`config.mk`:
```
export PLATFORM = sky130hd
export DESIGN_NAME = game_flow_ctrl
export DESIGN_NICKNAME = d
export VERILOG_FILES = /design/src/rtl/game_pkg.sv /design/src/rtl/game_sec_timer.sv /design/src/rtl/game_flow_ctrl.sv
export SDC_FILE = /design/constraint.sdc
export NUM_CORES = 1
export LEC_CHECK = 0
export CAP_MARGIN = 40
export CORE_MARGIN = 2
export CORE_UTILIZATION = 55
export CTS_BUF_LIST = sky130_fd_sc_hd__clkbuf_8
export CTS_CLUSTER_SIZE = 30
export DETAILED_ROUTE_END_ITERATION = 8
export PLACE_DENSITY = 0.9
export SLEW_MARGIN = 20
export SYNTH_ARGS = -nofsm -noshare
export SYNTH_HDL_FRONTEND = slang
export SYNTH_SLANG_ARGS = --single-unit
```
`constraint.sdc`:
```
create_clock -name clk -period 2.1 [get_ports clk]
set_input_delay 0.525 -clock clk [delete_from_list [all_inputs] [get_ports clk]]
set_output_delay 0.525 -clock clk [all_outputs]
set_load 0.01 [all_outputs]
```
`src/rtl/game_pkg.sv`:
```
// Shared game definitions: state encodings and default tuning values.
// The display and text blocks import this package as well.
package game_pkg;

  typedef enum logic [1:0] {
    INTRO_ST    = 2'd0,
    PLAY_ST     = 2'd1,
    GAMEOVER_ST = 2'd2,
    ENDING_ST   = 2'd3
  } game_state_t;

  localparam int DEF_START_LIVES    = 3;
  localparam int DEF_COIN_GOAL      = 10;
  localparam int DEF_TIME_LIMIT     = 99;
  localparam int DEF_FRAMES_PER_SEC = 60;
  localparam int DEF_INVULN_FRAMES  = 120;

endpackage

```
`src/rtl/game_sec_timer.sv`:
```
// Play-time countdown: divides frame ticks into seconds and counts time_left down.
// expire pulses combinationally on the enabled tick that takes time_left from 1 to 0.
module game_sec_timer
  import game_pkg::*;
#(
  parameter int TIME_LIMIT     = DEF_TIME_LIMIT,
  parameter int FRAMES_PER_SEC = DEF_FRAMES_PER_SEC
) (
  input  logic       clk,
  input  logic       rst,
  input  logic       load,
  input  logic       en,
  output logic [6:0] time_left,
  output logic       expire
);

  localparam logic [7:0] FRAME_LAST = 8'(FRAMES_PER_SEC - 1);
  localparam logic [6:0] TIME_INIT  = 7'(TIME_LIMIT);

  logic [7:0] frame_cnt;
  logic       wrap;

  assign wrap   = en && (frame_cnt == FRAME_LAST);
  assign expire = wrap && (time_left == 7'd1);

  always_ff @(posedge clk or posedge rst) begin
    if (rst) begin
      frame_cnt <= 8'd0;
      time_left <= TIME_INIT;
    end else if (load) begin
      frame_cnt <= 8'd0;
      time_left <= TIME_INIT;
    end else if (en) begin
      if (wrap) begin
        frame_cnt <= 8'd0;
        if (time_left != 7'd0) time_left <= time_left - 7'd1;
      end else begin
        frame_cnt <= frame_cnt + 8'd1;
      end
    end
  end

endmodule

```
`src/rtl/game_flow_ctrl.sv`:
```
// Game flow controller: INTRO/PLAY/GAMEOVER/ENDING sequencing with lives, coins,
// play timer and post-hit invulnerability window.
module game_flow_ctrl
  import game_pkg::*;
#(
  parameter int START_LIVES    = DEF_START_LIVES,
  parameter int COIN_GOAL      = DEF_COIN_GOAL,
  parameter int TIME_LIMIT     = DEF_TIME_LIMIT,
  parameter int FRAMES_PER_SEC = DEF_FRAMES_PER_SEC,
  parameter int INVULN_FRAMES  = DEF_INVULN_FRAMES
) (
  input  logic       clk,
  input  logic       rst,
  input  logic       frame_tick,
  input  logic       start_pulse,
  input  logic       mario_hit,
  input  logic       reach_coin,
  input  logic       god_mode,
  output logic [1:0] game_st,
  output logic       play_rst,
  output logic [1:0] lives,
  output logic [3:0] coins,
  output logic [6:0] time_left,
  output logic       invuln,
  output logic       blink
);

  localparam logic [1:0] LIVES_INIT  = 2'(START_LIVES);
  localparam logic [4:0] GOAL        = 5'(COIN_GOAL);
  localparam logic [7:0] INVULN_INIT = 8'(INVULN_FRAMES);

  game_state_t state;
  logic [7:0]  inv_cnt;
  logic        coin_prev;
  logic        in_play;
  logic        coin_acc;
  logic        hit_acc;
  logic        goal_hit;
  logic        fatal_hit;
  logic        time_expire;
  logic        timer_load;
  logic        timer_en;

  assign in_play    = (state == PLAY_ST);
  assign coin_acc   = in_play && reach_coin && !coin_prev;
  assign hit_acc    = in_play && mario_hit && !god_mode && (inv_cnt == 8'd0);
  assign goal_hit   = coin_acc && (({1'b0, coins} + 5'd1) == GOAL);
  assign fatal_hit  = hit_acc && (lives == 2'd1);
  assign timer_load = (state == INTRO_ST) && start_pulse;
  assign timer_en   = in_play && frame_tick;

  assign game_st  = state;
  assign play_rst = !in_play;
  assign invuln   = (inv_cnt != 8'd0);
  assign blink    = invuln && inv_cnt[3];

  game_sec_timer #(
    .TIME_LIMIT    (TIME_LIMIT),
    .FRAMES_PER_SEC(FRAMES_PER_SEC)
  ) u_sec_timer (
    .clk      (clk),
    .rst      (rst),
    .load     (timer_load),
    .en       (timer_en),
    .time_left(time_left),
    .expire   (time_expire)
  );

  always_ff @(posedge clk or posedge rst) begin
    if (rst) begin
      state     <= INTRO_ST;
      lives     <= LIVES_INIT;
      coins     <= 4'd0;
      inv_cnt   <= 8'd0;
      coin_prev <= 1'b0;
    end else begin
      coin_prev <= reach_coin;
      // Invulnerability drains on frame ticks; a hit load below overrides this.
      if (frame_tick && inv_cnt != 8'd0) inv_cnt <= inv_cnt - 8'd1;

      case (state)
        INTRO_ST: begin
          if (start_pulse) begin
            state   <= PLAY_ST;
            lives   <= LIVES_INIT;
            coins   <= 4'd0;
            inv_cnt <= 8'd0;
          end
        end
        PLAY_ST: begin
          if (coin_acc && coins != 4'hF) coins <= coins + 4'd1;
          if (hit_acc) begin
            if (lives != 2'd0) lives <= lives - 2'd1;
            inv_cnt <= INVULN_INIT;
          end
          // Reaching the goal wins even when the same cycle also ends the game.
          if (goal_hit)                      state <= ENDING_ST;
          else if (fatal_hit || time_expire) state <= GAMEOVER_ST;
        end
        GAMEOVER_ST, ENDING_ST: begin
          if (start_pulse) state <= INTRO_ST;
        end
        default: state <= INTRO_ST;
      endcase
    end
  end

endmodule
```
Yosys cells after proc, flatten, opt, wreduce, memory -nomap -nowiden
Index checks and enable logic that the tools add are counted.
{ "totals": {"register_bits": 32, "latch_bits": 0, "ramBits": 0, "rom_bits": 0, "input_bits": 7, "out_inout_bits": 18, "wordCells": 82, "mem_count": 0} }
{ "op_classes": {"addsub": 6, "multipliers": 0, "div_mod_pow": 0, "magnitude_cmp": 0, "eq_ne": 14, "n_shift": 0, "mux": 23, "bitwise": 0, "reduce_logical": 32} }
{ "ops": {"columns": ["op", "count"], "rows": [
  ["2-to-1 mux 8 bit", 6],
  ["2-to-1 mux 7 bit", 4],
  ["case mux 8 bit (2 select lines)", 1],
  ["logical AND 1 bit", 14],
  ["2-to-1 mux 2 bit", 7],
  ["nonzero test 2 bit", 5],
  ["AND reduction 3 bit", 3],
  ["adder 8 x 1 -> 8 bit (second input constant)", 1],
  ["== test 8 x 6 -> 1 bit (second input constant)", 1],
  ["zero test 8 bit", 1],
  ["2-to-1 mux 4 bit", 2],
  ["case mux 4 bit (2 select lines)", 1],
  ["nonzero test 8 bit", 1],
  ["subtractor 8 x 1 -> 8 bit (second input constant)", 1],
  ["== test 7 x 1 -> 1 bit (second input constant)", 1],
  ["nonzero test 7 bit", 1],
  ["subtractor 7 x 1 -> 7 bit (second input constant)", 1],
  ["inequality test 2 x 1 -> 1 bit (second input constant)", 3],
  ["case mux 2 bit (3 select lines)", 1],
  ["adder 4 x 1 -> 5 bit (second input constant)", 1],
  ["== test 5 x 4 -> 1 bit (second input constant)", 1],
  ["adder 4 x 1 -> 4 bit (second input constant)", 1],
  ["== test 2 x 1 -> 1 bit (second input constant)", 2],
  ["== test 2 bit (second input constant)", 2],
  ["10 further kinds", 13]
]} }

Logic depth before layout (Yosys ltp)
Gate-level depths: netlist of the first run.
{ "depth": {"ltp_word": 9, "depth_mapped": 6, "depth_no_buf": 6} }

Cells and area by module
Synthesis of the first run repeated with hierarchy kept, for this count alone.
{ "hier_totals": {"hier_cells": 185, "area_unflattened_um2": 1788.0} }
{ "modules_own_cells": {"columns": ["mod", "n_inst", "cells_each", "area_per_inst_um2", "seq_area_each_um2"], "rows": [
  ["game_flow_ctrl", 1, 102, 969.7, 427.9],
  ["game_sec_timer", 1, 83, 818.3, 380.4]
]} }

Least setup slack after synthesis of the first run
OpenSTA, ideal clock, no wires.
{ "synth_path": {"kind": "register to output", "from": "register inv_cnt[0]", "to": "output invuln", "arrival_ns": 1.182, "t_required_ns": 1.575, "setup_slack_ns": 0.393, "path_stages_with_launch": 5, "cell_sequence": "dfrtp_1 -> inv_1 -> ha_1 -> nor3b_1 -> nand2_1"} }
{ "synth_via": {"elab_chain_len": 1} }
{ "synth_rtl": {"columns": ["element", "line", "rtl"], "rows": [
  ["start: declaration", "game_flow_ctrl.sv:33", "logic [7:0] inv_cnt;"],
  ["start signal: assignment", "game_flow_ctrl.sv:79", "if (frame_tick && inv_cnt != 8'd0) inv_cnt <= inv_cnt - 8'd1;"],
  ["nonzero test 8 bit", "game_flow_ctrl.sv:54", "assign invuln = (inv_cnt != 8'd0);"],
  ["end: declaration", "game_flow_ctrl.sv:24", "output logic invuln,"]
]} }
Every way passes these cells.

Worst setup path after layout of the first run
Ends and elaborated chain as after synthesis.

==> results of run 1 <==
-- synth_stat cells, types with 2 or more instances --
cell type   n  area [sq um]
mux2i_1     5          50.1
and2_1      2          12.5
o211ai_1    2          15.0
nor2b_1     3          18.8
buf_2       2          10.0
nand4_1     5          31.3
mux2_2      2          22.5
clkbuf_1    2          7.51
xnor2_1     6          52.6
nor3_1      5          25.0
o21ai_0     4          20.0
a31oi_1     5          31.3
a41o_1      2          20.0
dfstp_2     6           158
or3_4       2          22.5
nand3_1     6          30.0
a21oi_1     5          25.0
nand2_1    13          48.8
and4_1      3          26.3
a41oi_1     2          17.5
ha_1        9           113
nor3b_1     2          15.0
o21ai_1     6          30.0
dfrtp_1    26           651
xor2_1      4          35.0
o311ai_2    2          32.5
inv_1      12          45.0
nor2_1     20          75.1
and3b_1     2          17.5
nand2b_1    4          25.0
-- final cells by class --
type,instances,area [sq um]
Clock buffer,6,82.6
Clock inverter,2,10.0
Fill cell,245,903
Inverter,12,45.0
Multi-Input combinational cell,147,1090
Sequential cell,32,808
Tap cell,46,57.6
Timing Repair Buffer,41,368
-- critical path: cells and delay by family, from the launching register on --
family                   cells  cell delay [ps]
AND/OR/NAND/NOR              2              310
flip-flops                   1              400
adder cells (fa/ha/maj)      1              190
buffers and inverters        2              310
-- through the flow --
stage               total power [W]  hold WS, ps
finish                      0.00265          545
global route                0.00284          569
CTS                         0.00261          545
detailed placement          0.00209          532
global placement            0.00204          523
floorplan                   0.00164          495
-- layout by cell type, fill, tap and decap left out, drive strengths merged, types with 7 or more instances in the layout --
cell,netlist,layout
dfrtp,26,26
nand3,7,7
buf,3,17
ha,9,9
nand2,14,14
clkdlybuf4s50,0,23
o21ai,10,10
nor2,21,21
inv,12,12
-- power by group --
group          total, W  leakage (nW)  switching, W  internal (W)
Combinational   0.00122         0.672      0.000593      0.000626
Clock          0.000484        0.0510      0.000223      0.000261
Sequential     0.000949         0.406      0.000183      0.000766
-- cells by family after synthesis --
group,after synthesis
AND/OR/NAND/NOR,85
AO/OA/AOI/OAI,36
flip-flops,32
buffers and inverters,17
XOR/XNOR,10
adder cells (fa/ha/maj),9
multiplexers,7
-- flip-flops by register name (all words and copies together), names as in the netlist --
signal / flops
coin_prev: 1
coins: 4
inv_cnt: 8
u_sec_timer.time_left: 7
u_sec_timer.frame_cnt: 8
game_st: 2
lives: 2
-- final timing paths --
path                                                  to                      from  slack (ps)
min in group asynchronous       u_sec_timer.frame_cnt[0]                       rst         630
worst max register to register                inv_cnt[1]                inv_cnt[0]         220
worst min-delay path            u_sec_timer.frame_cnt[7]  u_sec_timer.frame_cnt[7]         550
worst max-delay path                              invuln                inv_cnt[0]          80
worst min register to register  u_sec_timer.frame_cnt[7]  u_sec_timer.frame_cnt[7]         550
max in group asynchronous                       lives[1]                       rst        1150
-- per-layer routing --
layer | routed length (microns) | GRT usage | vias to the layer above
met4 | 60 | 0.0951 | 0
met5 | 0 | 0 | -
met1 | 1810 | 0.292 | 825
met3 | 198 | 0.0589 | 6
met2 | 2210 | 0.413 | 38
li1 | - | - | 804
-- what timing repair did --
action	4_1_cts	5_1_grt
resized for setup	3	2
setup endpoints to repair	1	1
cloned	0	0
setup buffers	1	2
==> impl_metrics.json, run 1 <==
{
  "outcome": "finished clean",
  "gp_congestion": 0.847,
  "setup_slack_ps": 78.3,
  "cts_num_sinks": 32,
  "die_area_sq_um": 4040,
  "synthXorXnorAreaFrac": 0.0448,
  "grt_max_degree": 33,
  "setup_tns_ps": 0,
  "synth-edff-count": 0,
  "final-hold-violation-count": 0,
  "layout-drive-gt1-share": 0.213,
  "synth_fp_nets": 212,
  "start_kind": "flip-flop",
  "clkLatencyLatePin_ps": 290,
  "ys_types": 57,
  "drc": 0,
  "slowest_delay_ps": 400,
  "leakagePower_nw": 1.13,
  "hold_buffers": 0,
  "fmax_mhz": 495,
  "cts_buffer_depth": 2,
  "instances_no_fill": 286,
  "routed_wl_mm": 4.28,
  "drv_cap": 0,
  "syn_inst": 196,
  "crit_path_end_kind": "output pin",
  "slew_headroom": 0.705,
  "finClkSkew_ps": 5.53,
  "synth_seq_area_share": 0.414,
  "rows": 21,
  "clk_pin_slew_ps": 70,
  "syn_area_per_cell_sq_um": 9.96,
  "min_path_cells": 2,
  "post-route-util": 0.731,
  "fin_crit_ps": 2020,
  "wl_per_cell_microns": 15.0,
  "synth_compound_area_frac": 0.131,
  "rsz0062_at_grt": "no",
  "fp.dieH_microns": 63.6,
  "dr.pass1.iters": 4,
  "grt_pass1_vias": 1639,
  "dp_hpwl_mm": 3.11,
  "slew_viol_final": 0,
  "finalNetCount": 255,
  "vdd_drop_max_uv": 816,
  "yosys_warnings": 0,
  "antenna_found_initial": 0,
  "synth_area_sq_um": 1950,
  "arrival_ps": 1500,
  "fin_crit_sh": 0.963,
  "place_ws_ps": 30.9,
  "worstSetupPathType": "flip-flop to output pin",
  "async_reset_ff_frac": 1.00,
  "cts_buffers": 5,
  "power_density_nw_per_um2": 1080,
  "viasPerCell": 5.85,
  "cts_root_buf": "clkbuf_8",
  "reg2regPathDepth": 8,
  "io_pins": 25,
  "dieWidth_microns": 63.6,
  "timing.final.setup_violations": 0,
  "final_antenna_net_count": 0,
  "grt_usage": 0.242,
  "cp_cell_sequence": "inv_1 > ha_2 > nor3b_4 > nand2_1 > clkdlybuf4s15_1",
  "portBuffers": 24,
  "grt_first_pass_wirelength_mm": 7.53,
  "cp_slowest_cell": "dfrtp_1",
  "cts_tree": "built",
  "ys_ff_latch": 32,
  "synth_top_family_by_area": "simple AND/OR/NAND/NOR gates",
  "antenna_cells": 0,
  "cts-htree-levels": 2,
  "place_area_sq_um": 2330,
  "synth_flop_cell": "dfrtp_1",
  "hold_class": "flip-flop to flip-flop",
  "core-area_sq_um": 3360,
  "worstMarginPinSlew_ps": 441,
  "worstPathMaxFanout": 3,
  "yosys.area_share.simple": 0.280,
  "start_util": 0.581,
  "synth_fa_ha_area_frac": 0.0577,
  "vias": 1673,
  "drt-initial-drc-count": 167,
  "synth.area.mux_share": 0.0372,
  "grt_overflow": 0,
  "dpl.cell_count": 275,
  "synthToLayoutAreaGrowth_pct": 25.9,
  "required_ps": 1570,
  "final_cell_area_sq_um": 2460
}
No activity file was read; power rests on OpenSTA's default activity.
==> run 2: changes to the inputs <==
Settings changed: CELL_PAD_IN_SITES_DETAIL_PLACEMENT set to 0, CELL_PAD_IN_SITES_GLOBAL_PLACEMENT set to 1, CORE_UTILIZATION 55 to 44, PLACE_DENSITY 0.9 to 0.92.
==> impl_metrics.json, run 2 (synthesis gave the netlist of run 1 again) <==
{
  "start_kind": "flip-flop",
  "reg2reg_slack_ps": 410,
  "worstMarginPinSlew_ps": 449,
  "whs_ps": 538,
  "finalNetCount": 255,
  "timing.final.setup_violations": 0,
  "crit_path_end_kind": "output pin",
  "power_density_nw_per_um2": 1070,
  "fmax_mhz": 499,
  "vdd_drop_max_uv": 734,
  "p_sw_w": 0.000988,
  "post-route-util": 0.571,
  "grt_max_degree": 13,
  "antenna_found_initial": 0,
  "drv_cap": 0,
  "grt_pass1_vias": 1487,
  "drt-initial-drc-count": 50,
  "portBuffers": 24,
  "clkLatencyLatePin_ps": 290,
  "required_ps": 1570,
  "dieWidth_microns": 70.6,
  "fin_crit_ps": 2010,
  "dr.pass1.iters": 4,
  "reg2regPathDepth": 6,
  "cts_root_buf": "clkbuf_8",
  "die_area_sq_um": 4990,
  "outcome": "finished clean",
  "worstSetupPathType": "flip-flop to output pin",
  "viasPerCell": 5.46,
  "cp-startpoint": "game_st[0]",
  "finClkSkew_ps": 4.38,
  "core-area_sq_um": 4320,
  "vias": 1595,
  "leakagePower_nw": 1.13,
  "p_int_w": 0.00165,
  "routed_wl_mm": 4.20,
  "top_regs": "inv_cnt: 8 flops, u_sec_timer.frame_cnt: 8 flops, u_sec_timer.time_left: 7 flops",
  "fin_crit_sh": 0.955,
  "slew_viol_final": 0,
  "rsz0062_at_grt": "no",
  "mostFrequentLayoutCells": "26 x dfrtp_1, 23 x clkdlybuf4s50_1, 20 x nor2_1, 17 x buf_4, 13 x nand2_1",
  "antenna_cells": 0,
  "slew_headroom": 0.700,
  "arrival_ps": 1480,
  "cp-endpoint": "play_rst",
  "switching_share": 0.375,
  "io_pins": 25,
  "grt_first_pass_wirelength_mm": 7.11,
  "drc": 0,
  "clk_pin_slew_ps": 60,
  "gp_congestion": 0.835,
  "p_seq_frac": 0.360,
  "cts_buffer_depth": 2,
  "cts_num_sinks": 32,
  "wl_per_cell_microns": 14.4,
  "synthToLayoutAreaGrowth_pct": 26.3,
  "dp_hpwl_mm": 3.17,
  "final-hold-violation-count": 0,
  "timing.rr.end": "u_sec_timer.time_left[3]",
  "fp.dieH_microns": 70.6,
  "layout-drive-gt1-share": 0.213,
  "clkPwrFrac": 0.189,
  "cts-htree-levels": 2,
  "hold_class": "input pin to asynchronous set/reset pin",
  "worstPathMaxFanout": 9,
  "p_comb_frac": 0.451,
  "n_fill_cell": 396,
  "rows": 24,
  "cts_tree": "built",
  "reg2reg_from": "game_st[0]",
  "final_antenna_net_count": 0,
  "start_util": 0.452,
  "grt_overflow": 0,
  "layout_commonest_cell": "dfrtp_1",
  "grt_usage": 0.182,
  "cts_buffers": 5
}
## run 2: worst min path at each step
stage / end / slack (ps) / cells after the start
4_1_cts: inv_cnt[4] / 540 / 2
3_5_place_dp: u_sec_timer.frame_cnt[1] / 540 / 2
6_report: inv_cnt[5] / 540 / 2
3_3_place_gp: u_sec_timer.frame_cnt[7] / 520 / 2
5_1_grt: coin_prev / 570 / 2
2_1_floorplan: u_sec_timer.frame_cnt[0] / 500 / 1
## run 2: timing repair
action                                  in CTS  in global routing
buffers inserted                             1                  1
endpoints found under the setup margin       1                  1
resized for setup                            3                  2
hold buffers                                 0                  0
endpoints found under the hold margin        0                  0
## run 2: layer usage
metal	up-vias	GRT usage	wire, microns
met5	-	0	0
met4	0	0.0692	80
met3	7	0.0399	129
met2	28	0.303	2020
met1	763	0.232	1970
li1	797	-	-
## run 2: cell type report
class                      count  area, sq um  share of cell area
clock inverter                 2         10.0             0.00406
timing repair buffer          41          368               0.149
inverter                      12         45.0              0.0183
tap                           52         65.1              0.0264
multi-input combinational    147         1090               0.441
sequential                    32          808               0.328
clock buffer                   6         82.6              0.0335
## run 2: worst max-delay path, stage by stage, from the launching register on
cell and delay [ps]:
dfrtp_1 480, nand2_1 160, clkdlybuf4s50_1 550
## run 2: through the flow
step | instances | setup TNS, ps | total power [W] | cell area, sq um | setup WS, ps
after floorplan | 196 | 0 | 0.00164 | 1950 | 393
after global placement | 282 | 0 | 0.00206 | 2350 | 10.0
after detailed placement | 282 | -105 | 0.00209 | 2350 | -43.0
after CTS | 291 | 0 | 0.00263 | 2460 | 57.8
after global routing | 292 | 0 | 0.00283 | 2470 | 13.9
final | 292 | 0 | 0.00263 | 2470 | 94.7
## run 2: power groups by stage
stage	Clock [W]	Sequential, W	Combinational (W)
2_1_floorplan	0	0.000942	0.000694
3_3_place_gp	0	0.000955	0.00111
3_5_place_dp	0	0.000955	0.00114
4_1_cts	0.000509	0.000947	0.00117
5_1_grt	0.000542	0.000975	0.00131
6_report	0.000498	0.000948	0.00119
